<file path="config.mk">
export PLATFORM = sky130hd
export DESIGN_NAME = iob_rom_stream
export DESIGN_NICKNAME = d
export VERILOG_FILES = /design/src/rtl/iob_rom_stream_pkg.sv /design/src/rtl/iob_rom_stream_fifo.sv /design/src/rtl/iob_rom_stream.sv
export SDC_FILE = /design/constraint.sdc
export NUM_CORES = 1
export LEC_CHECK = 0
export ABC_AREA = 1
export BUFFER_PORTS_ARGS = -buffer_cell sky130_fd_sc_hd__buf_2
export CAP_MARGIN = 20
export CORE_UTILIZATION = 60
export CTS_BUF_LIST = sky130_fd_sc_hd__clkbuf_4 sky130_fd_sc_hd__clkbuf_8
export DETAILED_ROUTE_END_ITERATION = 8
export GPL_TIMING_DRIVEN = 0
export PLACE_DENSITY = 0.84
export SETUP_SLACK_MARGIN = 0.05
export SLEW_MARGIN = 0
export SYNTH_ARGS = -nofsm -noshare
export SYNTH_HDL_FRONTEND = slang
export SYNTH_SLANG_ARGS = --single-unit
</file>
<file path="constraint.sdc">
create_clock -name clk_i -period 5.18 [get_ports clk_i]
set_input_delay 0.777 -clock clk_i [delete_from_list [all_inputs] [get_ports clk_i]]
set_output_delay 0.777 -clock clk_i [all_outputs]
set_load 0.01 [all_outputs]
</file>
<file path="src/rtl/iob_rom_stream_pkg.sv">
// Shared constants and state encoding for the ROM streaming engine.
package iob_rom_stream_pkg;

    localparam int unsigned FIFO_DEPTH = 2;
    localparam int unsigned FIFO_CNT_W = $clog2(FIFO_DEPTH + 1);

    typedef enum logic [1:0] {
        IDLE  = 2'd0,
        READ  = 2'd1,
        DRAIN = 2'd2
    } state_e;

endpackage

</file>
<file path="src/rtl/iob_rom_stream_fifo.sv">
// Two-entry fall-through buffer: an incoming word is presented on the
// output in the same cycle when the buffer is empty, and is stored only
// if the consumer does not take it immediately.
module iob_rom_stream_fifo
    import iob_rom_stream_pkg::*;
#(
    parameter int unsigned DATA_W = 8
) (
    input  logic                  clk,
    input  logic                  rst_n,
    input  logic                  in_valid,
    input  logic [DATA_W-1:0]     in_data,
    output logic                  in_ready,
    output logic                  out_valid,
    output logic [DATA_W-1:0]     out_data,
    input  logic                  out_ready,
    output logic [FIFO_CNT_W-1:0] count
);

    logic [DATA_W-1:0]     mem [FIFO_DEPTH];
    logic                  wr_ptr;
    logic                  rd_ptr;
    logic [FIFO_CNT_W-1:0] cnt_q;
    logic                  empty;
    logic                  bypass;
    logic                  push;
    logic                  pop;

    assign empty     = (cnt_q == '0);
    assign in_ready  = (cnt_q < FIFO_CNT_W'(FIFO_DEPTH));
    assign bypass    = empty && in_valid && out_ready;
    assign push      = in_valid && in_ready && !bypass;
    assign pop       = !empty && out_ready;
    assign out_valid = !empty || in_valid;
    assign count     = cnt_q;

    // Head of buffer when occupied, otherwise the arriving word, otherwise 0.
    always_comb begin
        out_data = '0;
        if (!empty) begin
            out_data = mem[rd_ptr];
        end else if (in_valid) begin
            out_data = in_data;
        end
    end

    // Storage, pointers and occupancy.
    always_ff @(posedge clk or negedge rst_n) begin
        if (!rst_n) begin
            for (int i = 0; i < int'(FIFO_DEPTH); i++) begin
                mem[i] <= '0;
            end
            wr_ptr <= 1'b0;
            rd_ptr <= 1'b0;
            cnt_q  <= '0;
        end else begin
            if (push) begin
                mem[wr_ptr] <= in_data;
                wr_ptr      <= ~wr_ptr;
            end
            if (pop) begin
                rd_ptr <= ~rd_ptr;
            end
            case ({push, pop})
                2'b10:   cnt_q <= cnt_q + FIFO_CNT_W'(1);
                2'b01:   cnt_q <= cnt_q - FIFO_CNT_W'(1);
                default: cnt_q <= cnt_q;
            endcase
        end
    end

endmodule

</file>
<file path="src/rtl/iob_rom_stream.sv">
// Streams len consecutive ROM words starting at base (address wraps) onto a
// valid/ready interface. Optional feature macro: IOB_ROM_STREAM_LOOP_EN adds
// loop_i, which restarts the pass at the latched base/len instead of finishing.
module iob_rom_stream
    import iob_rom_stream_pkg::*;
#(
    parameter int unsigned DATA_W = 8,
    parameter int unsigned ADDR_W = 4
) (
    input  logic              clk_i,
    input  logic              arst_n_i,
    input  logic              start_i,
    input  logic [ADDR_W-1:0] base_addr_i,
    input  logic [ADDR_W:0]   len_i,
`ifdef IOB_ROM_STREAM_LOOP_EN
    input  logic              loop_i,
`endif
    output logic              rom_r_en_o,
    output logic [ADDR_W-1:0] rom_addr_o,
    input  logic [DATA_W-1:0] rom_r_data_i,
    output logic [DATA_W-1:0] data_o,
    output logic              valid_o,
    input  logic              ready_i,
    output logic              last_o,
    output logic              busy_o,
    output logic              done_o
);

    localparam int unsigned LEN_W = ADDR_W + 1;
    localparam int unsigned OCC_W = FIFO_CNT_W + 1;

    state_e              state_q, state_d;
    logic [ADDR_W-1:0]   addr_q, addr_d;
    logic [ADDR_W-1:0]   base_q, base_d;
    logic [LEN_W-1:0]    len_q, len_d;
    logic [LEN_W-1:0]    rd_left_q, rd_left_d;
    logic [LEN_W-1:0]    xfer_left_q, xfer_left_d;
    logic                in_flight_q;
    logic                busy_q, busy_d;
    logic                done_q, done_d;

    logic                  loop_en;
    logic                  fifo_in_ready;
    logic [FIFO_CNT_W-1:0] fifo_count;
    logic [OCC_W-1:0]      occ;
    logic                  issue;
    logic                  xfer;

`ifdef IOB_ROM_STREAM_LOOP_EN
    assign loop_en = loop_i;
`else
    assign loop_en = 1'b0;
`endif

    // Buffered words plus the read still in flight bound how far ahead we may read.
    assign occ   = OCC_W'(fifo_count) + OCC_W'(in_flight_q);
    assign issue = (state_q == READ) && fifo_in_ready && (occ < OCC_W'(FIFO_DEPTH));
    assign xfer  = valid_o && ready_i;

    assign rom_r_en_o = issue;
    assign rom_addr_o = issue ? addr_q : '0;
    assign last_o     = valid_o && (xfer_left_q == LEN_W'(1));
    assign busy_o     = busy_q;
    assign done_o     = done_q;

    iob_rom_stream_fifo #(
        .DATA_W (DATA_W)
    ) u_fifo (
        .clk       (clk_i),
        .rst_n     (arst_n_i),
        .in_valid  (in_flight_q),
        .in_data   (rom_r_data_i),
        .in_ready  (fifo_in_ready),
        .out_valid (valid_o),
        .out_data  (data_o),
        .out_ready (ready_i),
        .count     (fifo_count)
    );

    // State register and counters.
    always_ff @(posedge clk_i or negedge arst_n_i) begin
        if (!arst_n_i) begin
            state_q     <= IDLE;
            addr_q      <= '0;
            base_q      <= '0;
            len_q       <= '0;
            rd_left_q   <= '0;
            xfer_left_q <= '0;
            in_flight_q <= 1'b0;
            busy_q      <= 1'b0;
            done_q      <= 1'b0;
        end else begin
            state_q     <= state_d;
            addr_q      <= addr_d;
            base_q      <= base_d;
            len_q       <= len_d;
            rd_left_q   <= rd_left_d;
            xfer_left_q <= xfer_left_d;
            in_flight_q <= issue;
            busy_q      <= busy_d;
            done_q      <= done_d;
        end
    end

    // Next-state: accept start, walk read addresses, finish or loop on last transfer.
    always_comb begin
        state_d     = state_q;
        addr_d      = addr_q;
        base_d      = base_q;
        len_d       = len_q;
        rd_left_d   = rd_left_q;
        xfer_left_d = xfer_left_q;
        busy_d      = busy_q;
        done_d      = 1'b0;

        unique case (state_q)
            IDLE: begin
                if (start_i) begin
                    if (len_i != '0) begin
                        state_d     = READ;
                        base_d      = base_addr_i;
                        len_d       = len_i;
                        addr_d      = base_addr_i;
                        rd_left_d   = len_i;
                        xfer_left_d = len_i;
                        busy_d      = 1'b1;
                    end else begin
                        done_d = 1'b1;
                    end
                end
            end
            READ: begin
                if (issue) begin
                    addr_d    = addr_q + ADDR_W'(1);
                    rd_left_d = rd_left_q - LEN_W'(1);
                    if (rd_left_q == LEN_W'(1)) begin
                        state_d = DRAIN;
                    end
                end
            end
            DRAIN: begin
            end
            default: begin
                state_d = IDLE;
            end
        endcase

        // All reads are already issued when the final word transfers.
        if (xfer) begin
            xfer_left_d = xfer_left_q - LEN_W'(1);
            if (xfer_left_q == LEN_W'(1)) begin
                if (loop_en) begin
                    state_d     = READ;
                    addr_d      = base_q;
                    rd_left_d   = len_q;
                    xfer_left_d = len_q;
                end else begin
                    state_d = IDLE;
                    busy_d  = 1'b0;
                    done_d  = 1'b1;
                end
            end
        end
    end

endmodule

</file>
Word level (Yosys, flattened, before mapping). Index checks and enable logic that the tools add are counted.

Register bits after elaboration: 39.

Add/sub/neg operators: 6. $lt $le $gt $ge: 5. Equal/unequal tests: 9. Mux-type cells: 37. Bitwise operators: 4. Reduce and logical (&&, ||, !) cells: 23.

Operators with widths (number): 8-bit 2-to-1 mux (6); 5-bit 2-to-1 mux (5); 16-bit bitwise mux (1); 4-bit 2-to-1 mux (4); 2-bit 2-to-1 mux (6); 5-bit by 1-bit equality test with 1-bit output (second input constant) (2); 1-bit logical AND (10); 1-bit 2-to-1 mux (10); 5-bit one-hot mux with 2 select lines (1); 2-bit nonzero test (5); 5-bit by 1-bit subtractor with 5-bit output (second input constant) (2); 8-bit demux with 1-bit select (1); 4-bit one-hot mux with 2 select lines (1); 2-bit inequality test (second input constant) (3); 2-bit one-hot mux with 3 select lines (1); 5-bit nonzero test (1); 4-bit by 1-bit adder with 4-bit output (second input constant) (1); 2-bit by 1-bit equality test with 1-bit output (second input constant) (2); 2-bit equality test (second input constant) (2); 2-bit >= comparator (second input constant) (2); 2-bit zero test (2); 1-bit inverter with 2-bit output (2); 2-bit one-hot mux with 2 select lines (1); 4-bit AND reduction (1); 10 further kinds (12).

Depth between registers and ports, before layout.
Depth in word-level cells: 7. Gate-level depth with buffers: 9. Depth with buffers taken out: 8.

Hierarchy. From an unflattened synthesis, not the netlist that was laid out.

Cells, all modules: 329. Area, all modules: 2456.1 sq um.

Modules (own cells, without submodules): iob_rom_stream (instances 1, cells an instance 185, area an instance 1295.0 sq um, sequential area each 475.5 sq um); iob_rom_stream_fifo (instances 1, cells an instance 144, area an instance 1161.1 sq um, sequential area each 500.5 sq um).

Worst setup path before layout. No wires, ideal clock.

Path type: input -> register. Start: input ready_i. End: register u_fifo.cnt_q[1], in the netlist u_fifo.count[1]. Library setup time: 0.131 ns. Data arrival time: 1.815 ns. Slack: 3.234 ns. Stages: 7. Path through: inv_1 -> o21ai_4 -> buf_4 -> ha_1 -> a21oi_1 -> o21ai_0 -> xor2_1.

Word-level cells in the longest chain between the ends: 5. Elaborated cells on any way between the ends: 8. Classes of those cells: 2 x eq/ne; 1 x mux; 5 x reduce/logical.

Ends and longest elaborated chain: start: declaration (RTL line iob_rom_stream.sv:23) `input logic ready_i,`; 1-bit logical AND (RTL line iob_rom_stream_fifo.sv:31) `assign bypass = empty && in_valid && out_ready;`; 1-bit zero test (RTL line iob_rom_stream_fifo.sv:32) `assign push = in_valid && in_ready && !bypass;`; 1-bit logical AND (RTL line iob_rom_stream_fifo.sv:32); 2-bit by 1-bit equality test with 1-bit output or 2-bit equality test (tied branches) (RTL line iob_rom_stream_fifo.sv:64) `case ({push, pop})`; 2-bit one-hot mux with 2 select lines or 2-bit nonzero test (tied branches); end signal: assignment (RTL line iob_rom_stream_fifo.sv:65) `2'b10: cnt_q <= cnt_q + FIFO_CNT_W'(1);`; end signal: assignment (RTL line iob_rom_stream_fifo.sv:66) `2'b01: cnt_q <= cnt_q - FIFO_CNT_W'(1);`; end signal: assignment (RTL line iob_rom_stream_fifo.sv:67) `default: cnt_q <= cnt_q;`; end: declaration (RTL line iob_rom_stream_fifo.sv:23) `logic [FIFO_CNT_W-1:0] cnt_q;`.

Several ways; a longest one is shown, not always the timed one. A chain may end at the register's enable or synchronous reset.

Worst setup path in the final report.
Start: register u_fifo.cnt_q[0], in the netlist u_fifo.count[0]. End: output data_o[5].

Word-level cells in the longest chain between the ends: 2.

Ends and longest elaborated chain: 2-bit zero test (RTL line iob_rom_stream_fifo.sv:29) `assign empty = (cnt_q == '0);`; 8-bit 2-to-1 mux (RTL line iob_rom_stream_fifo.sv:40) `if (!empty) begin`; end: declaration (RTL line iob_rom_stream.sv:21) `output logic [DATA_W-1:0] data_o,`.

No other way between the ends.

==> results.toml <==
[setup_path]
cp.required_ns = 4.40
critPathArrivalTime_ns = 1.67
crit_chain = "nor2_4 -> buf_2 -> nand3_1 -> o21ai_0 -> buf_2"
rrSetupSlack_ns = 3.39
worst_path_most_repeated_cell = "buf_2"
crit_fanout = 10
crit_family = "flip-flops"
critPathBufInv = 2
cp-start-kind = "flop"
slowest_delay_ns = 0.48
crit_path_end_kind = "output pin"
worst_path_max_delay_cell = "dfrtp_1"
path_class = "reg -> out"

[cts]
cts_sinks = 39
cts_tree = "yes"
clockBufferDepth = 2
h-tree-depth = 2
cts_root_buffer = "clkbuf_8"
ctsHoldBuffers = 0
cts.clk_slew.worst_paths_ns = 0.07
clk_latency_ns = 0.29
cts-resized-gates = 0
cts_made_buffers = 5
post_cts_buffers = 0

[route]
drtIter0Drc = 179
drtPass1Iterations = 4
vias_per_cell = 5.21
post_drt_wl_per_cell_um = 12.3
ant_nets = 0
dr_total_vias = 2047
drt_wl_total_um = 4850
drc = 0

[timing]
fmax_ghz = 0.408
tightest_slew_ns = 0.863
setup_violations = 0
final_max_slew_viol_count = 0
hold_viol = 0
rsz0062_at_grt = "no"
relSlewSlack_pct = 42.5
fin_worst_skew_ns = 0.0105
fin_crit_ns = 2.45
fin_setup_tns_ns = 0
timing.final.crit_share_pct = 47.3

[placement]
port_buffers = 37
dp_hpwl_um = 3360
gp_congestion = 0.810

[power]
p_leak_nw = 1.41
vdd.ir_drop.worst_mv = 0.379
powerDensity_nw_per_um2 = 656

[job]
drv_cap = 0

[yosys]
syn-cell-area_um2 = 2250
yosysTopAreaCellShare_pct = 43.4
syn_inst = 302
synth_cell_types = 24
syn_nets = 329
ys_ff_latch = 39
ys_warn_count = 0
synthTopCellsByArea = "dfrtp_1 43%, nand2_1 17%, o21ai_0 8.7%"
yosys.area.top_type = "dfrtp_1"
avgSynthCellArea_um2 = 7.45
yosysSeqAreaShare_pct = 43.4

[global_route]
grt_max_degree = 40
antenna_found_initial = 0
grt_pass1_wl_um = 8600
grt-ovfl-total = 0
grt_pass1_vias = 1949
grt.total_usage_pct = 27.6

[die]
dieArea_um2 = 4000
core_area_um2 = 3470
io_pins = 38
initial_core_util_pct = 64.9
rows = 21
die_w_um = 63.3
die_y_um = 63.3

[layout]
antennaDiodeCount = 0
fill_cells = 286
final_layout_size_suffix_gt1_share_pct = 18.2
multiInputGateArea_um2 = 1070
syn_to_final_growth_pct = 16.8
regArea_um2 = 976
layout.nets = 373
finish.utilization_pct = 75.8

[min_path]
hp-class = "reg -> reg"

[run_status]
status = "complete, no violations"
==> where the power goes <==
group / switching [mW] / total (mW) / leakage [nW] / internal [mW]
logic: 0.536 / 0.859 / 0.865 / 0.323
clock network: 0.109 / 0.307 / 0.0688 / 0.198
registers: 0.111 / 0.559 / 0.478 / 0.448
total: 0.756 / 1.72 / 1.41 / 0.969
==> sequential cells by signal, summed over array words and instances, names as in the netlist <==
name and flops:
addr_q 4, busy_o 1, done_o 1, in_flight_q 1, rd_left_q 5, state_q 2, u_fifo.count 2, u_fifo.mem 16
u_fifo.rd_ptr 1, u_fifo.wr_ptr 1, xfer_left_q 5
==> cells in the mapped netlist <==
cell type  instances
a21oi_1            6
buf_2              2
buf_4              2
buf_6              3
clkbuf_1           1
dfrtp_1           39
ha_1               6
inv_1             36
inv_2              1
nand2_1          100
nand2_4            2
nand3_1           31
nand4_1            4
nor2_1            14
nor2_2             1
nor2_4             4
o21ai_0           39
o21ai_1            2
o21ai_2            1
o21ai_4            1
o22ai_1            1
or2_2              1
xnor2_1            1
xor2_1             4
==> logic make-up (layout without fill, tap and decap cells) <==
| group | Yosys count | after routing | share of synthesized area (%) |
|---|---|---|---|
| buffers and inverters | 45 | 90 | 8.95 |
| XOR/XNOR | 5 | 5 | 1.95 |
| AND/OR/NAND/NOR | 157 | 157 | 30.6 |
| AO/OA/AOI/OAI | 50 | 50 | 11.8 |
| adder cells (fa/ha/maj) | 6 | 6 | 3.34 |
| flip-flops | 39 | 39 | 43.4 |
==> cell type report <==
class,count,area share [%]
Tap cell,46,2.19
Buffer,8,2.38
Sequential cell,39,37.1
Clock inverter,2,2.28
Multi-Input combinational cell,218,40.8
Inverter,37,5.28
Clock buffer,6,2.90
Timing Repair Buffer,37,7.04
==> cells in the final DEF, fill, tap and decap left out, types with 2 or more instances in the layout <==
cell and count:
nand2_4 2, nor2_1 14, xor2_1 4, nand2_1 100, nand3_1 31, clkbuf_8 5
buf_6 3, buf_4 2, buf_2 39, ha_1 6, dfrtp_1 39, a21oi_1 6
o21ai_1 2, o21ai_0 39, nor2_4 4, nand4_1 4, bufinv_16 2, inv_1 36
==> metal layers <==
layer,vias up,share of wire [%],global-route usage (%)
met5,-,0,0
met4,0,1.1,7.39
met3,5,4.5,5.43
met2,57,50,47.2
met1,935,45,35.5
li1,1050,-,-
==> per-stage QoR <==
stage	cells	instance area, µm²	hold slack (ns)	setup WS (ns)	power, mW
global placement	385	2490	0.472	3.00	1.38
floorplan	302	2250	0.458	3.23	1.18
global route	393	2630	0.546	2.57	1.89
finish	393	2630	0.496	2.73	1.72
CTS	393	2630	0.500	2.68	1.73
detailed placement	385	2490	0.488	2.97	1.42
==> final timing paths <==
kind,start,to,cells past startpoint
max,u_fifo.count[0]$_DFFE_PN0P_,data_o[5],5
min,u_fifo.mem[4]$_DFFE_PN0P_,u_fifo.mem[4]$_DFFE_PN0P_,2
max reg2reg,in_flight_q$_DFF_PN0_,u_fifo.count[1]$_DFFE_PN0P_,9
min reg2reg,u_fifo.mem[4]$_DFFE_PN0P_,u_fifo.mem[4]$_DFFE_PN0P_,2
max in group asynchronous,arst_n_i,rd_left_q[2]$_DFFE_PN0P_,1
min in group asynchronous,arst_n_i,u_fifo.mem[12]$_DFFE_PN0P_,1
==> worst min-delay path: stages, from the launching register on <==
cell and delay (ns):
dfrtp_1 0.34, o21ai_0 0.07, nand2_1 0.05
No activity file was read; power rests on OpenSTA's default activity.
